## config.mk

```make
export PLATFORM = sky130hd
export DESIGN_NAME = packet_tx_device_flat
export DESIGN_NICKNAME = d
export VERILOG_FILES = /design/src/rtl/packet_tx_if.sv /design/src/rtl/packet_tx_device.sv /design/src/flat_wrapper.sv
export SDC_FILE = /design/constraint.sdc
export NUM_CORES = 1
export LEC_CHECK = 0
export ABC_CLOCK_PERIOD_IN_PS = 4450
export CORE_AREA = 2 2 110 112
export CTS_BUF_LIST = sky130_fd_sc_hd__clkbuf_8
export DETAILED_ROUTE_END_ITERATION = 6
export DIE_AREA = 0 0 112 114
export PLACE_DENSITY = 0.92
export SETUP_SLACK_MARGIN = 0.15
export SLEW_MARGIN = 15
export SYNTH_ARGS = -nofsm -noshare
export SYNTH_HDL_FRONTEND = slang
export SYNTH_SLANG_ARGS = --single-unit
export TNS_END_PERCENT = 20
```

## constraint.sdc

```tcl
create_clock -name clk -period 4.45 [get_ports clk]
set_input_delay 0.445 -clock clk [delete_from_list [all_inputs] [get_ports clk]]
set_output_delay 0.445 -clock clk [all_outputs]
set_load 0.1 [all_outputs]
```

## src/rtl/packet_tx_if.sv

```systemverilog
//------------------------------------------------------------------------------
// packet_tx_if
// Memory-mapped CPU bus plus TX FIFO push port for the packet transmitter.
// Revision: 1.0
//------------------------------------------------------------------------------
`default_nettype none

interface packet_tx_if;
  logic        mem_valid;
  logic        mem_ready;
  logic [31:0] mem_addr;
  logic [31:0] mem_wdata;
  logic [3:0]  mem_wstrb;
  logic [31:0] mem_rdata;
  logic        out_push;
  logic        out_nfull;
  logic [63:0] out_data;
  logic        out_end;
  logic [7:0]  out_phase_shift;

  // Environment view: drives the bus request and the FIFO ready
  modport master (
    output mem_valid, mem_addr, mem_wdata, mem_wstrb, out_nfull,
    input  mem_ready, mem_rdata, out_push, out_data, out_end, out_phase_shift
  );

  // Device view
  modport slave (
    input  mem_valid, mem_addr, mem_wdata, mem_wstrb, out_nfull,
    output mem_ready, mem_rdata, out_push, out_data, out_end, out_phase_shift
  );
endinterface

`default_nettype wire

```

## src/rtl/packet_tx_device.sv

```systemverilog
//------------------------------------------------------------------------------
// packet_tx_device
// Memory-mapped packet transmitter: CPU-staged 64-bit words drain through a
// one-entry holding register into the TX FIFO. Optional macro
// PACKET_TX_COUNT_EN adds word/packet push counters at 0x20/0x24.
// Revision: 1.0
//------------------------------------------------------------------------------
`default_nettype none

module packet_tx_device #(
  parameter logic [31:0] ADDR_BASE = 32'h0
) (
  input  wire logic    clk,
  input  wire logic    rst_n,
  packet_tx_if.slave   bus
);

  localparam logic [31:0] c_OFF_DATA_LO = 32'h04;
  localparam logic [31:0] c_OFF_DATA_HI = 32'h08;
  localparam logic [31:0] c_OFF_END     = 32'h0C;
  localparam logic [31:0] c_OFF_STATUS  = 32'h10;
  localparam logic [31:0] c_OFF_COMMIT  = 32'h14;
  localparam logic [31:0] c_OFF_PHASE   = 32'h18;
  localparam logic [31:0] c_OFF_OVF_CLR = 32'h1C;
`ifdef PACKET_TX_COUNT_EN
  localparam logic [31:0] c_OFF_WORDS   = 32'h20;
  localparam logic [31:0] c_OFF_PKTS    = 32'h24;
`endif

  logic        r_mem_ready;
  logic [31:0] r_mem_rdata;
  logic [31:0] r_data_lo;
  logic [31:0] r_data_hi;
  logic        r_end;
  logic [63:0] r_hold_data;
  logic        r_hold_end;
  logic        r_pending;
  logic        r_ovf;
  logic [7:0]  r_phase;

  logic        w_accept;
  logic        w_wr;
  logic        w_rd;
  logic [31:0] w_off;
  logic        w_push;
  logic        w_commit;
  logic        w_overflow;
  logic        w_ovf_clr;
  logic [31:0] w_rdata;

  // A request is taken only while no response is outstanding, so a master
  // that keeps mem_valid high until it sees mem_ready is served exactly once.
  assign w_accept   = bus.mem_valid & ~r_mem_ready;
  assign w_wr       = w_accept & (|bus.mem_wstrb);
  assign w_rd       = w_accept & ~(|bus.mem_wstrb);
  assign w_off      = bus.mem_addr - ADDR_BASE;

  assign w_push     = r_pending & bus.out_nfull;
  assign w_commit   = w_wr & (w_off == c_OFF_COMMIT);
  assign w_overflow = w_commit & r_pending & ~bus.out_nfull;
  assign w_ovf_clr  = w_wr & (w_off == c_OFF_OVF_CLR) & bus.mem_wdata[0];

`ifdef PACKET_TX_COUNT_EN
  logic [31:0] r_word_cnt;
  logic [31:0] r_pkt_cnt;
  logic        w_cnt_clr;

  assign w_cnt_clr = w_wr & (w_off == c_OFF_WORDS);

  // Clear wins over a coincident push so software sees a clean zero.
  always_ff @(posedge clk or negedge rst_n) begin
    if (!rst_n) begin
      r_word_cnt <= 32'd0;
      r_pkt_cnt  <= 32'd0;
    end else if (w_cnt_clr) begin
      r_word_cnt <= 32'd0;
      r_pkt_cnt  <= 32'd0;
    end else if (w_push) begin
      r_word_cnt <= r_word_cnt + 32'd1;
      if (r_hold_end) begin
        r_pkt_cnt <= r_pkt_cnt + 32'd1;
      end
    end
  end
`endif

  always_comb begin
    w_rdata = 32'd0;
    case (w_off)
      c_OFF_STATUS: w_rdata = {29'd0, r_ovf, r_pending, bus.out_nfull};
`ifdef PACKET_TX_COUNT_EN
      c_OFF_WORDS:  w_rdata = r_word_cnt;
      c_OFF_PKTS:   w_rdata = r_pkt_cnt;
`endif
      default:      w_rdata = 32'd0;
    endcase
  end

  always_ff @(posedge clk or negedge rst_n) begin
    if (!rst_n) begin
      r_mem_ready <= 1'b0;
      r_mem_rdata <= 32'd0;
    end else begin
      r_mem_ready <= w_accept;
      r_mem_rdata <= w_rd ? w_rdata : 32'd0;
    end
  end

  always_ff @(posedge clk or negedge rst_n) begin
    if (!rst_n) begin
      r_data_lo <= 32'd0;
      r_data_hi <= 32'd0;
      r_end     <= 1'b0;
      r_phase   <= 8'd0;
    end else if (w_wr) begin
      case (w_off)
        c_OFF_DATA_LO: r_data_lo <= bus.mem_wdata;
        c_OFF_DATA_HI: r_data_hi <= bus.mem_wdata;
        c_OFF_END:     r_end     <= bus.mem_wdata[0];
        c_OFF_PHASE:   r_phase   <= bus.mem_wdata[7:0];
        default:       ;
      endcase
    end
  end

  // A commit that coincides with a push reloads the now-free slot.
  always_ff @(posedge clk or negedge rst_n) begin
    if (!rst_n) begin
      r_hold_data <= 64'd0;
      r_hold_end  <= 1'b0;
      r_pending   <= 1'b0;
    end else if (w_commit && !w_overflow) begin
      r_hold_data <= {r_data_hi, r_data_lo};
      r_hold_end  <= r_end;
      r_pending   <= 1'b1;
    end else if (w_push) begin
      r_pending   <= 1'b0;
    end
  end

  always_ff @(posedge clk or negedge rst_n) begin
    if (!rst_n) begin
      r_ovf <= 1'b0;
    end else if (w_overflow) begin
      r_ovf <= 1'b1;
    end else if (w_ovf_clr) begin
      r_ovf <= 1'b0;
    end
  end

  assign bus.mem_ready       = r_mem_ready;
  assign bus.mem_rdata       = r_mem_rdata;
  assign bus.out_push        = w_push;
  assign bus.out_data        = r_hold_data;
  assign bus.out_end         = r_hold_end;
  assign bus.out_phase_shift = r_phase;

endmodule

`default_nettype wire
```

## src/flat_wrapper.sv

```systemverilog
// flat-port wrapper written by rule: the top's interface ports become plain ports
module packet_tx_device_flat 
#(
  parameter logic [31:0] ADDR_BASE = 32'h0
)
  (clk, rst_n, bus_mem_valid, bus_mem_addr, bus_mem_wdata, bus_mem_wstrb, bus_out_nfull, bus_mem_ready, bus_mem_rdata, bus_out_push, bus_out_data, bus_out_end, bus_out_phase_shift);
  packet_tx_if bus_i ();
  input  wire logic clk;
  input  wire logic rst_n;
  input wire logic [$bits(bus_i.mem_valid)-1:0] bus_mem_valid;
  input wire logic [$bits(bus_i.mem_addr)-1:0] bus_mem_addr;
  input wire logic [$bits(bus_i.mem_wdata)-1:0] bus_mem_wdata;
  input wire logic [$bits(bus_i.mem_wstrb)-1:0] bus_mem_wstrb;
  input wire logic [$bits(bus_i.out_nfull)-1:0] bus_out_nfull;
  output wire logic [$bits(bus_i.mem_ready)-1:0] bus_mem_ready;
  output wire logic [$bits(bus_i.mem_rdata)-1:0] bus_mem_rdata;
  output wire logic [$bits(bus_i.out_push)-1:0] bus_out_push;
  output wire logic [$bits(bus_i.out_data)-1:0] bus_out_data;
  output wire logic [$bits(bus_i.out_end)-1:0] bus_out_end;
  output wire logic [$bits(bus_i.out_phase_shift)-1:0] bus_out_phase_shift;
  assign bus_i.mem_valid = bus_mem_valid;
  assign bus_i.mem_addr = bus_mem_addr;
  assign bus_i.mem_wdata = bus_mem_wdata;
  assign bus_i.mem_wstrb = bus_mem_wstrb;
  assign bus_i.out_nfull = bus_out_nfull;
  assign bus_mem_ready = bus_i.mem_ready;
  assign bus_mem_rdata = bus_i.mem_rdata;
  assign bus_out_push = bus_i.out_push;
  assign bus_out_data = bus_i.out_data;
  assign bus_out_end = bus_i.out_end;
  assign bus_out_phase_shift = bus_i.out_phase_shift;
  packet_tx_device #(.ADDR_BASE(ADDR_BASE)) u_core (.clk(clk), .rst_n(rst_n), .bus(bus_i));
endmodule
```

==> results.md <==
- Fin Clk Skew: 0.008279 ns
- Top area cells in the synthesized netlist: dfrtp_1, mux2_2, mux2_4
- Routed WL: 11840 um
- Synth Area per Inst: 16.34 um2
- Num CTS Buffers: 17
- Synth area leader: dfrtp_1
- DP HPWL: 8126 um
- R2R setup slack: 1.85 ns
- FF/Latch Area: 3603 um2
- Reg-to-reg startpoint: u_core.bus.mem_ready
- CP bufs+invs: 1
- Cells along the critical path: clkdlybuf4s50_1 > nor4_1 > nand4b_1 > or4_4 > mux2_1
- Final setup vio count: 0
- Placed cells: 651
- Post-layout min period: 2.847 ns
- Area of the multi-input gates: 2185 um2
- Initial antenna violation count: 0
- Total power: 2.451 mW
- Die W: 112 um
- Crit. Startpoint: bus_mem_addr[7]
- Max VDD drop: 0.0003451 V
- Async set-or-reset flop fraction in the synthesized netlist: 100.0%
- Worst Path Required: 4.78 ns
- IO buf count: 149
- Largest net degree at the start of global routing: 106
- Fin util: 66.92%
- Critical path depth in cells: 5
- Yosys cell types: 31
- CP startpoint kind: primary input
- Synth warn: 0
- Placement Rows: 40
- Worst Path Max Fanout: 65
- Clk buf depth: 2
- FMAX: 0.3512 GHz
- DR WL/cell: 17.37 um
- Status: finished, final reports clean
- # diodes: 0
- Design area: 7838 um2
- Initial Util: 51.21%
- Most used DFF post-synth: dfrtp_1
- Clock-pin slew on the worst setup and hold paths: 0.07 ns
- Post-synth EDFFs: 0
- Compound-Gate Fraction of Synth Area: 0.3755%
- Synth Instances: 367
- Max cap viols: 0
- Commonest cells post-synth: dfrtp_1, mux2_2, mux2_4, buf_4, mux2_1
- H-tree Lvls: 4
- DRC Markers: 0
- Simple-gate share of the synthesized area: 5.028%
- Area delta synth->final: 30.69%
- Largest family of logic cells by synthesized area: multiplexers
- Core Area: 11710 um2
- Leak Pwr: 3.943 nW
- RePlAce Congestion: 0.7416
- DIE HEIGHT: 114 um
- PostCTS Resize Cnt: 0
- Hold-fix buffers, CTS: 0
- CTS tree: done
- Slew of the pin with the lowest slew margin: 1.191 ns
- Setup TNS Final: 0 ns
- Syn Std Cell Area: 5997 um2
- Hold WC Path Type: primary input to asynchronous set/reset pin
- Post-Layout Cell Count: 682
- Filler instances: 810
- Total power per unit cell area: 312.7 nW/um2
- First-pass GRT wire length: 19070 um
- Synthesized flop and latch total: 144
- GR Overflow Total: 0
- Critical Path AT: 3.18 ns
- Delay-heaviest family, CP: simple AND/OR/NAND/NOR gates
- CP peak stage delay: 0.88 ns
- Worst Setup EP: u_core.bus.out_data[35]
- Clk sinks: 144
- Root Buffer: clkbuf_8
- Seq/Total Area, Yosys: 60.09%
- Slew Limit Fails: 0
- Share of layout cells above drive strength 1: 31.21%
- Adder-Cell Fraction of Synth Area: 0%
- Reg-to-reg endpoint: u_core.bus.out_data[35]
- RSZ-0062 raised after global routing: false
- Worst Reg-to-Reg Cells: 4
- Number of global-route vias before repair: 3718
- Crit end category: flip-flop
- Global Route Usage Sum: 19.36%
- XOR/XNOR Fraction of Synth Area: 0%
- Ports: 179
- Post-CTS setup buffers: 0
- Final period utilization: 63.99%
- Dominant cell by count in the synthesized netlist: dfrtp_1
- Crit path kind: primary input to flip-flop
- DP Area: 7487 um2
- Die area: 12770 um2
- Via density: 5.057
- Latest clock arrival within the worst-skew pair: 0.44 ns
- Worst-case headroom to the max-slew limit: 20.59%
- Fin nets: 595
- Mux contribution to synthesized area: 29.04%
- Via count: 3449
- Starting DRC count in detailed routing: 143
- Slowest CP cell: or4_4
- Top-area cell type share of the netlist area: 60.09%
- DRT Pass-1 Iters: 4
- Post-DRT Antenna Nets: 0
- Fin. Hold Viols: 0
## area by class of cell
type | count | area share, %
Tap cell | 147 | 2.347
Multi-Input combinational cell | 208 | 27.87
Clock buffer | 20 | 3.512
Clock inverter | 11 | 0.9579
Timing Repair Buffer | 152 | 19.33
Sequential cell | 144 | 45.98
## power by group
| part | total (mW) | switching, mW | internal (mW) | leakage (nW) |
|---|---|---|---|---|
| registers | 1.31 | 0.000273 | 1.31 | 2.01 |
| logic | 0.218 | 0.157 | 0.0604 | 1.73 |
| clock network | 0.924 | 0.456 | 0.468 | 0.203 |
| total | 2.45 | 0.613 | 1.84 | 3.94 |
## state kept, by name, summed over array words and instances (netlist names)
signal,count
u_core.bus.mem_rdata,3
u_core.bus.mem_ready,1
u_core.bus.out_data,64
u_core.bus.out_end,1
u_core.bus.out_phase_shift,8
u_core.r_data_hi,32
u_core.r_data_lo,32
u_core.r_end,1
u_core.r_ovf,1
u_core.r_pending,1
## cells in the final DEF (no fill, tap or decap), drive strengths merged
cell / instances
clkinv: 6
nor2b: 3
nor3: 1
and4: 5
dfrtp: 144
o41ai: 1
and2: 1
clkbuf: 20
or4: 2
buf: 4
nand2b: 5
inv: 4
o21ai: 1
nor2: 2
mux2: 138
conb: 29
nand4: 2
nor4: 9
nand3b: 1
nand3: 2
clkdlybuf4s50: 148
o311ai: 1
nand4b: 2
and4b: 1
and3: 1
bufinv: 1
nand2: 1
## per-stage QoR
step           setup WS [ns]  hold slack (ns)
2_1_floorplan          1.932           0.1494
3_3_place_gp           1.251           0.4475
3_5_place_dp           1.194           0.4574
4_1_cts                1.690           0.1213
5_1_grt                1.577           0.1797
6_report               1.603           0.1146
## layer usage
layer  up-vias  GRT usage (%)  share of wire (%)
met5         -              0                  0
met4         0          7.317                1.8
met3        20          6.323                5.7
met2       118          32.24                 50
met1      1737          23.78                 43
li1       1574              -                  -
## worst min path at each step
stage	start	endpoint	slack [ns]	depth (start not counted)
floorplan	rst_n	u_core.bus.mem_rdata[0]	0.15	0
global placement	u_core.bus.mem_ready	u_core.bus.mem_ready	0.45	1
detailed placement	u_core.bus.mem_ready	u_core.bus.mem_ready	0.46	1
CTS	rst_n	u_core.bus.out_data[27]	0.12	1
global route	rst_n	u_core.r_data_hi[27]	0.18	1
finish	rst_n	u_core.bus.out_data[60]	0.11	1
## logic make-up after synthesis
family / after synthesis
multiplexers: 138
flip-flops: 144
AND/OR/NAND/NOR: 38
buffers and inverters: 43
AO/OA/AOI/OAI: 3
other: 1
Power figures use the tool's default switching activity.
